## src/rtl/binary_div_seq_if.sv

```systemverilog
// Start/done handshake and operand/result bundle for binary_div_seq.
// The dz member exists only when DIV_ZERO_FLAG_EN is defined.
interface binary_div_seq_if #(
    parameter int WIDTH = 4
);
    logic             start;
    logic [WIDTH-1:0] a;
    logic [WIDTH-1:0] b;
    logic             busy;
    logic             done;
    logic [WIDTH-1:0] q;
    logic [WIDTH-1:0] r;
`ifdef DIV_ZERO_FLAG_EN
    logic             dz;

    modport master (output start, a, b, input busy, done, q, r, dz);
    modport slave  (input start, a, b, output busy, done, q, r, dz);
`else
    modport master (output start, a, b, input busy, done, q, r);
    modport slave  (input start, a, b, output busy, done, q, r);
`endif
endinterface

```

## src/rtl/binary_div_seq.sv

```systemverilog
// Sequential unsigned restoring divider, one quotient bit per clock (optional dz flag: DIV_ZERO_FLAG_EN).
// Latency: done pulses WIDTH+1 cycles after the edge that accepts start; results held until the next done.
// Backpressure: none; start is sampled only in IDLE and ignored while RUN/DONE, with no queuing.
module binary_div_seq #(
    parameter int WIDTH = 4
) (
    input  logic            clk,
    input  logic            rst_n,
    binary_div_seq_if.slave div_if
);
    localparam int CW = $clog2(WIDTH + 1);

    typedef enum logic [1:0] {
        IDLE = 2'd0,
        RUN  = 2'd1,
        DONE = 2'd2
    } state_t;

    state_t           state_q, state_d;
    logic [WIDTH-1:0] dvd_q, dvd_d;
    logic [WIDTH-1:0] dvs_q, dvs_d;
    logic [WIDTH-1:0] rem_q, rem_d;
    logic [WIDTH-1:0] q_q, q_d;
    logic [WIDTH-1:0] r_q, r_d;
    logic [CW-1:0]    cnt_q, cnt_d;
    logic [WIDTH:0]   partial;
    logic [WIDTH:0]   diff;
`ifdef DIV_ZERO_FLAG_EN
    logic             dz_work_q, dz_work_d;
    logic             dz_q, dz_d;
`endif

    // Subtract by adding the one's complement with carry-in; diff MSB set means borrow.
    assign partial = {rem_q, dvd_q[WIDTH-1]};
    assign diff    = partial + ~{1'b0, dvs_q} + (WIDTH+1)'(1);

    always_comb begin
        state_d = state_q;
        dvd_d   = dvd_q;
        dvs_d   = dvs_q;
        rem_d   = rem_q;
        q_d     = q_q;
        r_d     = r_q;
        cnt_d   = cnt_q;
`ifdef DIV_ZERO_FLAG_EN
        dz_work_d = dz_work_q;
        dz_d      = dz_q;
`endif
        case (state_q)
            IDLE: begin
                if (div_if.start) begin
                    dvd_d   = div_if.a;
                    dvs_d   = div_if.b;
                    rem_d   = '0;
                    cnt_d   = '0;
`ifdef DIV_ZERO_FLAG_EN
                    dz_work_d = (div_if.b == '0);
`endif
                    state_d = RUN;
                end
            end
            RUN: begin
                if (cnt_q == CW'(WIDTH)) begin
                    // All bits produced: publish the working registers.
                    q_d     = dvd_q;
                    r_d     = rem_q;
`ifdef DIV_ZERO_FLAG_EN
                    dz_d    = dz_work_q;
`endif
                    state_d = DONE;
                end else begin
                    cnt_d = cnt_q + 1'b1;
                    if (!diff[WIDTH]) begin
                        rem_d = diff[WIDTH-1:0];
                        dvd_d = {dvd_q[WIDTH-2:0], 1'b1};
                    end else begin
                        rem_d = partial[WIDTH-1:0];
                        dvd_d = {dvd_q[WIDTH-2:0], 1'b0};
                    end
                end
            end
            DONE: begin
                state_d = IDLE;
            end
            default: begin
                state_d = IDLE;
            end
        endcase
    end

    always_ff @(posedge clk or negedge rst_n) begin
        if (!rst_n) begin
            state_q <= IDLE;
            dvd_q   <= '0;
            dvs_q   <= '0;
            rem_q   <= '0;
            q_q     <= '0;
            r_q     <= '0;
            cnt_q   <= '0;
`ifdef DIV_ZERO_FLAG_EN
            dz_work_q <= 1'b0;
            dz_q      <= 1'b0;
`endif
        end else begin
            state_q <= state_d;
            dvd_q   <= dvd_d;
            dvs_q   <= dvs_d;
            rem_q   <= rem_d;
            q_q     <= q_d;
            r_q     <= r_d;
            cnt_q   <= cnt_d;
`ifdef DIV_ZERO_FLAG_EN
            dz_work_q <= dz_work_d;
            dz_q      <= dz_d;
`endif
        end
    end

    assign div_if.busy = (state_q == RUN);
    assign div_if.done = (state_q == DONE);
    assign div_if.q    = q_q;
    assign div_if.r    = r_q;
`ifdef DIV_ZERO_FLAG_EN
    assign div_if.dz   = dz_q;
`endif

endmodule

```

## src/flat_wrapper.sv

```systemverilog
// flat-port wrapper written by rule: the top's interface ports become plain ports
module binary_div_seq_flat 
#(
    parameter int WIDTH = 4
)
  (clk, rst_n, div_if_start, div_if_a, div_if_b, div_if_busy, div_if_done, div_if_q, div_if_r);
  binary_div_seq_if #(.WIDTH(WIDTH)) div_if_i ();
  input  logic clk;
  input  logic rst_n;
  input wire logic [$bits(div_if_i.start)-1:0] div_if_start;
  input wire logic [$bits(div_if_i.a)-1:0] div_if_a;
  input wire logic [$bits(div_if_i.b)-1:0] div_if_b;
  output wire logic [$bits(div_if_i.busy)-1:0] div_if_busy;
  output wire logic [$bits(div_if_i.done)-1:0] div_if_done;
  output wire logic [$bits(div_if_i.q)-1:0] div_if_q;
  output wire logic [$bits(div_if_i.r)-1:0] div_if_r;
  assign div_if_i.start = div_if_start;
  assign div_if_i.a = div_if_a;
  assign div_if_i.b = div_if_b;
  assign div_if_busy = div_if_i.busy;
  assign div_if_done = div_if_i.done;
  assign div_if_q = div_if_i.q;
  assign div_if_r = div_if_i.r;
  binary_div_seq #(.WIDTH(WIDTH)) u_core (.clk(clk), .rst_n(rst_n), .div_if(div_if_i));
endmodule
```

## config.mk

```make
export PLATFORM = sky130hd
export DESIGN_NAME = binary_div_seq_flat
export DESIGN_NICKNAME = d
export VERILOG_FILES = /design/src/rtl/binary_div_seq_if.sv /design/src/rtl/binary_div_seq.sv /design/src/flat_wrapper.sv
export SDC_FILE = /design/constraint.sdc
export NUM_CORES = 1
export LEC_CHECK = 0
export CAP_MARGIN = 15
export CELL_PAD_IN_SITES_DETAIL_PLACEMENT = 0
export CELL_PAD_IN_SITES_GLOBAL_PLACEMENT = 1
export CORE_MARGIN = 10
export CORE_UTILIZATION = 35
export DETAILED_ROUTE_END_ITERATION = 16
export PLACE_DENSITY = 0.76
export SYNTH_ARGS = -nofsm -noshare
export SYNTH_HDL_FRONTEND = slang
export SYNTH_SLANG_ARGS = --single-unit
```

## constraint.sdc

```tcl
create_clock -name clk -period 2.1 [get_ports clk]
set_input_delay 0.21 -clock clk [delete_from_list [all_inputs] [get_ports clk]]
set_output_delay 0.21 -clock clk [all_outputs]
set_load 0.05 [all_outputs]
```

==> reports/results.txt, run 1 <==
Hold buffer count at cts = 0
Row cnt = 21
EDFF count, synth = 0
Layout area overhead = 31.2%
Core ar. = 3360 sq um
Register-to-Register Path Depth = 9
Max-slew violations = 0
Max_cap viols = 0
Outcome = finished, final reports clean
Syn nets = 131
Max Clock Skew = 2.64 ps
WL per Instance = 13.6 microns
Crit. End Element = flop
Final Setup Violations = 0
I/O Buffers = 20
Register clock-pin slew on the reported worst setup and hold paths = 130 ps
Post-route worst setup slack = 65.8 ps
Tcrit/Tclk final = 96.9%
I/O Pins = 21
Mean Syn Cell Area = 10.9 sq um
H-tree depth = 1
Vias in the first global route = 888
First-pass detailed-route iteration total = 3
YS warnings = 0
DIE WIDTH = 79.3 microns
CTS buffer count = 3
Hold WC Path Type = primary input to asynchronous set/reset pin
Dpl ws = -45.4 ps
Grt total ovfl = 0
Largest net degree at the start of global routing = 26
Data required, critical path = 2310 ps
Final min period = 2030 ps
Root Driver = clkbuf_4
Worst setup path category = flop to flop
Setup TNS = 0 ps
Final #Nets = 165
Worst-Skew Late Latency = 310 ps
Total track usage = 8.58%
Fin area = 1610 sq um
Hold Vio Cnt, Final = 0
Initial Utilization = 36.5%
Reg-to-Reg Start = u_core.dvd_q[3]
Ys async rst share = 100%
WP data arrival = 2240 ps
# diodes = 0
Slack of the worst reg-to-reg path = 70 ps
Worst Tran Pin Value = 506 ps
DR iter-0 viols = 15
Remaining DRCs = 0
Reg2reg end = u_core.rem_q[2]
Gate Count Post-Synth = 113
Vias per Instance = 4.72
TritonCTS clock tree = built
Initial antenna violation count = 0
Slew Limit Headroom = 66.2%
Final WL = 2620 microns
Post-synthesis register bit count = 25
Detail Placement HPWL = 1950 microns
Filler Cells Inserted = 341
Clk buf depth = 2
Global-route wire length before repair = 4330 microns
DP Area = 1520 sq um
Layout cells sized above 1 = 21.9%
Cell taking the most area after synthesis = dfrtp_1
Mapped cell area = 1230 sq um
Die height = 79.3 microns
Main synth FF type = dfrtp_1
CP max FO = 5
Via count = 906
Element type at the critical path start = flop
Fmax = 492 MHz
Synth top area cells = dfrtp_1 51%, mux2_2 7.3%, ha_1 6.1%, nand2_1 5.2%, mux2i_1 4.9%
Register area share after synthesis = 50.9%
Area of the die = 6280 sq um
Post-synth top area share = 50.9%
TritonCTS Sinks = 25
Unique masters post-synth = 28
GP Congestion = 0.849
Final ANT Viol Nets = 0
## synthesized netlist by cell type, types with 2 or more instances
master / count
ha_1: 6
nand2_1: 17
mux2_2: 8
inv_1: 10
o21ai_0: 10
buf_6: 2
a21oi_1: 3
dfrtp_1: 25
o21ai_1: 4
mux2i_1: 6
nor2_1: 5
## timing repair
action / 4_1_cts / 5_1_grt
pin swaps: 2 / 2
setup buffers: 2 / 2
gates resized for setup: 3 / 4
endpoints found under the setup margin: 3 / 4
## area by class of cell
class | instances | area (sq um) | share of cell area (%)
Multi-Input combinational cell | 75 | 577 | 35.8
Tap cell | 46 | 57.6 | 3.57
Sequential cell | 25 | 626 | 38.8
Clock buffer | 4 | 26.3 | 1.63
Inverter | 10 | 37.5 | 2.33
Timing Repair Buffer | 32 | 288 | 17.9
## worst max-delay path, stage by stage (launching register included)
cell and delay [ps]:
dfrtp_1 380, inv_1 60, ha_2 180, fa_2 340
nand2b_4 160, a21oi_4 180, xor2_4 240, buf_4 150
mux2i_1 180, o21ai_1 80
## layout by cell type, fill, tap and decap left out, types with 2 or more instances in the layout
master	count
a21oi_1	3
buf_4	13
clkbuf_4	3
clkdlybuf4s50_1	19
dfrtp_1	25
ha_1	5
inv_1	10
mux2_2	7
mux2_4	2
mux2i_1	6
nand2_1	17
nor2_1	5
o21ai_0	10
o21ai_1	4
## worst max path at each step
stage / from / endpoint / cells after the start
finish: u_core.dvd_q[3] / u_core.rem_q[2] / 9
detailed placement: u_core.dvs_q[0] / u_core.rem_q[1] / 7
CTS: u_core.dvs_q[0] / u_core.rem_q[2] / 8
global route: u_core.dvs_q[0] / u_core.rem_q[2] / 8
floorplan: u_core.dvs_q[0] / u_core.rem_q[1] / 7
global placement: u_core.dvs_q[0] / u_core.rem_q[1] / 7
## logic make-up (layout without fill, tap and decap cells)
logic type / count (synthesis) / count (layout) / share of synthesized area (%)
compound gates: 20 / 20 / 8.86
buf+inv: 13 / 46 / 5.30
flops: 25 / 25 / 50.9
xor+xnor: 3 / 3 / 2.75
mux: 15 / 15 / 13.1
fa+ha+maj: 7 / 7 / 7.74
simple gates: 30 / 30 / 11.3
## layer usage
metal	vias up	share of wire [%]	GRT usage [%]
met2	15	52	13.9
met5	-	0	0
met3	6	3.9	2.82
met4	0	2.8	4.48
met1	440	41	9.88
li1	445	-	-
## state kept, by name (all words and copies together) (netlist names)
register	count
u_core.state_q	2
u_core.cnt_q	3
u_core.rem_q	4
u_core.div_if.q	4
u_core.dvd_q	4
u_core.div_if.r	4
u_core.dvs_q	4
## metrics by stage
stage | hold slack (ps) | std cells | utilization, %
global route | 244 | 192 | 47.9
CTS | 243 | 190 | 46.6
finish | 244 | 192 | 47.9
floorplan | -85.6 | 113 | -
detailed placement | 476 | 184 | 45.1
global placement | 468 | 184 | 45.1
Power of run 1 is left out: the tool's default activity adds up to more than one toggle a clock period on the data nets, which glitch-free logic cannot reach.
==> run 2: changes to the inputs <==
--- a/config.mk
+++ b/config.mk
@@ -11,7 +11,7 @@
 export CORE_MARGIN = 10
 export CORE_UTILIZATION = 35
 export DETAILED_ROUTE_END_ITERATION = 16
-export PLACE_DENSITY = 0.76
+export PLACE_DENSITY = 0.73
 export SYNTH_ARGS = -nofsm -noshare
 export SYNTH_HDL_FRONTEND = slang
 export SYNTH_SLANG_ARGS = --single-unit
==> constraint.sdc (replaced) <==
create_clock -name clk -period 2.6 [get_ports clk]
set_input_delay 0.26 -clock clk [delete_from_list [all_inputs] [get_ports clk]]
set_output_delay 0.26 -clock clk [all_outputs]
set_load 0.05 [all_outputs]
==> run 2 against run 1 <==
Sequential share of layout area grew 2.7 points. Setup slack better by 310 ps. Hold slack better by 47 ps. Clock skew down 0.79 ps. Design area fell by 6.4%. Critical path depth shrank 1. First-iteration DRC count shrank 20%. Global-route usage is 0.74 points lower. Via count shrank 5.5%.
==> reports/results.txt, run 2 (synthesis results as in run 1) <==
Outcome = finished, final reports clean
I/O Pins = 21 (unchanged)
Layout cells sized above 1 = 13.1% (-8.8 points)
TritonCTS clock tree = built
Die height = 79.3 microns (unchanged)
Dpl ws = 425 ps (+470 ps)
WP data arrival = 2480 ps (+240 ps)
PostCTS Resize Cnt = 0 (-3)
CTS buffer count = 3 (unchanged)
Initial antenna violation count = 0 (unchanged)
WP buf/inv = 1 (-1)
CP max FO = 5 (unchanged)
GP Congestion = 0.851 (+0.24%)
Register clock-pin slew on the reported worst setup and hold paths = 140 ps (about the same)
Element type at the critical path start = flop
Row cnt = 21 (unchanged)
Slack of the worst reg-to-reg path = 380 ps (+310 ps)
Fmax = 450 MHz (-8.4%)
Hold Vio Cnt, Final = 0 (unchanged)
Crit. End Element = flop
WL per Instance = 12.9 microns (-5.4%)
Max-slew violations = 0 (unchanged)
Final Setup Violations = 0 (unchanged)
Hold WC Path Type = primary input to asynchronous set/reset pin
Worst setup path category = flop to flop
Root Driver = clkbuf_4
Worst Tran Pin Value = 513 ps (+6.96 ps)
Unrepaired setup endpoints after global routing = no
Core ar. = 3360 sq um (unchanged)
Top delay family on crit path = adder cells
Total track usage = 7.84% (-0.74 points)
Clk buf depth = 2 (unchanged)
Detail Placement HPWL = 1750 microns (-10%)
I/O Buffers = 20 (unchanged)
Worst-Skew Late Latency = 320 ps (about the same)
Power Dens Cells = 1440 nW/um^2
# diodes = 0 (unchanged)
Final #Nets = 156 (-5.5%)
CP Cell Sequence = inv_1, ha_1, fa_1, nand2b_1, a21oi_2, xor2_2, mux2_2, o21ai_2
Largest stage delay, worst path = 400 ps (+20 ps)
Grt total ovfl = 0 (unchanged)
Total power = 0.00217 W
TritonCTS Sinks = 25 (unchanged)
Vias in the first global route = 869 (-2.1%)
Slew Limit Headroom = 65.7% (-0.47 points)
Largest net degree at the start of global routing = 26 (unchanged)
Final ANT Viol Nets = 0 (unchanged)
H-tree depth = 1 (unchanged)
Reg-to-Reg Start = u_core.dvd_q[3]
Tcrit/Tclk final = 85.4% (-11 points)
Layout area overhead = 22.7%
Slowest stage cell on the critical path = fa_1
Remaining DRCs = 0 (unchanged)
Max Clock Skew = 1.84 ps (-0.792 ps)
Final WL = 2360 microns (-9.8%)
DIE WIDTH = 79.3 microns (unchanged)
Post-CTS setup buffer count = 0 (-2)
Post-route worst setup slack = 379 ps (+313 ps)
LEAKAGE = 0.700 nW
Reg2reg end = u_core.rem_q[1]
Hold buffer count at cts = 0 (unchanged)
Global-route wire length before repair = 4000 microns (-7.7%)
Vias per Instance = 4.68 (-0.87%)
Data required, critical path = 2860 ps (+550 ps)
Most common cell after layout, fill and taps aside = dfrtp_1
Commonest non-fill, non-tap cells in the layout = 25 x dfrtp_1, 20 x clkdlybuf4s50_1, 17 x nand2_1
Final core utilization = 44.8% (-3.1 points)
Peak supply drop = 0.648 mV
Area of the die = 6280 sq um (unchanged)
First-pass detailed-route iteration total = 4 (+1)
DR iter-0 viols = 12 (-3)
Via count = 856 (-5.5%)
Max_cap viols = 0 (unchanged)
Register-to-Register Path Depth = 8 (-1)
Initial Utilization = 36.5% (unchanged)
Final min period = 2220 ps (+187 ps)
Setup TNS = 0 ps (unchanged)
-- run 2: per-layer routing --
| layer | GRT usage [%] | up-vias | share of wire [%] |
|---|---|---|---|
| met4 | 3.76 | 0 | 1.2 |
| met2 | 12.7 | 12 | 50 |
| met3 | 2.36 | 4 | 5.2 |
| met5 | 0 | - | 0 |
| li1 | - | 429 | - |
| met1 | 9.22 | 411 | 44 |
-- run 2: how the worst max path moves through the flow --
stage	from	end	slack [ps]	cells after the start
CTS	u_core.dvd_q[3]	u_core.rem_q[1]	370	8
detailed placement	u_core.dvd_q[3]	u_core.rem_q[1]	420	8
floorplan	u_core.dvs_q[0]	u_core.rem_q[1]	530	7
global placement	u_core.dvd_q[3]	u_core.rem_q[1]	450	8
global route	u_core.dvd_q[3]	u_core.rem_q[0]	200	8
finish	u_core.dvd_q[3]	u_core.rem_q[1]	380	8
-- run 2: layout make-up --
type | instances | area [sq um]
fillers | 363 | 1860
flip-flops and latches | 25 | 626
multi-input cells | 75 | 538
repair buffers | 23 | 223
well taps | 46 | 57.6
inverters | 10 | 37.5
clock buffers | 4 | 26.3
-- run 2: metrics by stage --
| stage | instance area [sq um] | hold WS (ps) | cells |
|---|---|---|---|
| after floorplan | 1230 | -35.6 | 113 |
| after global placement | 1480 | 476 | 179 |
| final | 1510 | 290 | 183 |
| after global routing | 1510 | 287 | 183 |
| after detailed placement | 1480 | 476 | 179 |
| after CTS | 1510 | 293 | 183 |
-- run 2: report_power, final --
part           switching [W]  leakage [nW]  internal (W)
logic               0.000744         0.373      0.000549
clock network       0.000117        0.0150     0.0000600
registers           0.000121         0.312      0.000575
total               0.000982         0.700       0.00118
No activity file was read; power rests on OpenSTA's default activity.
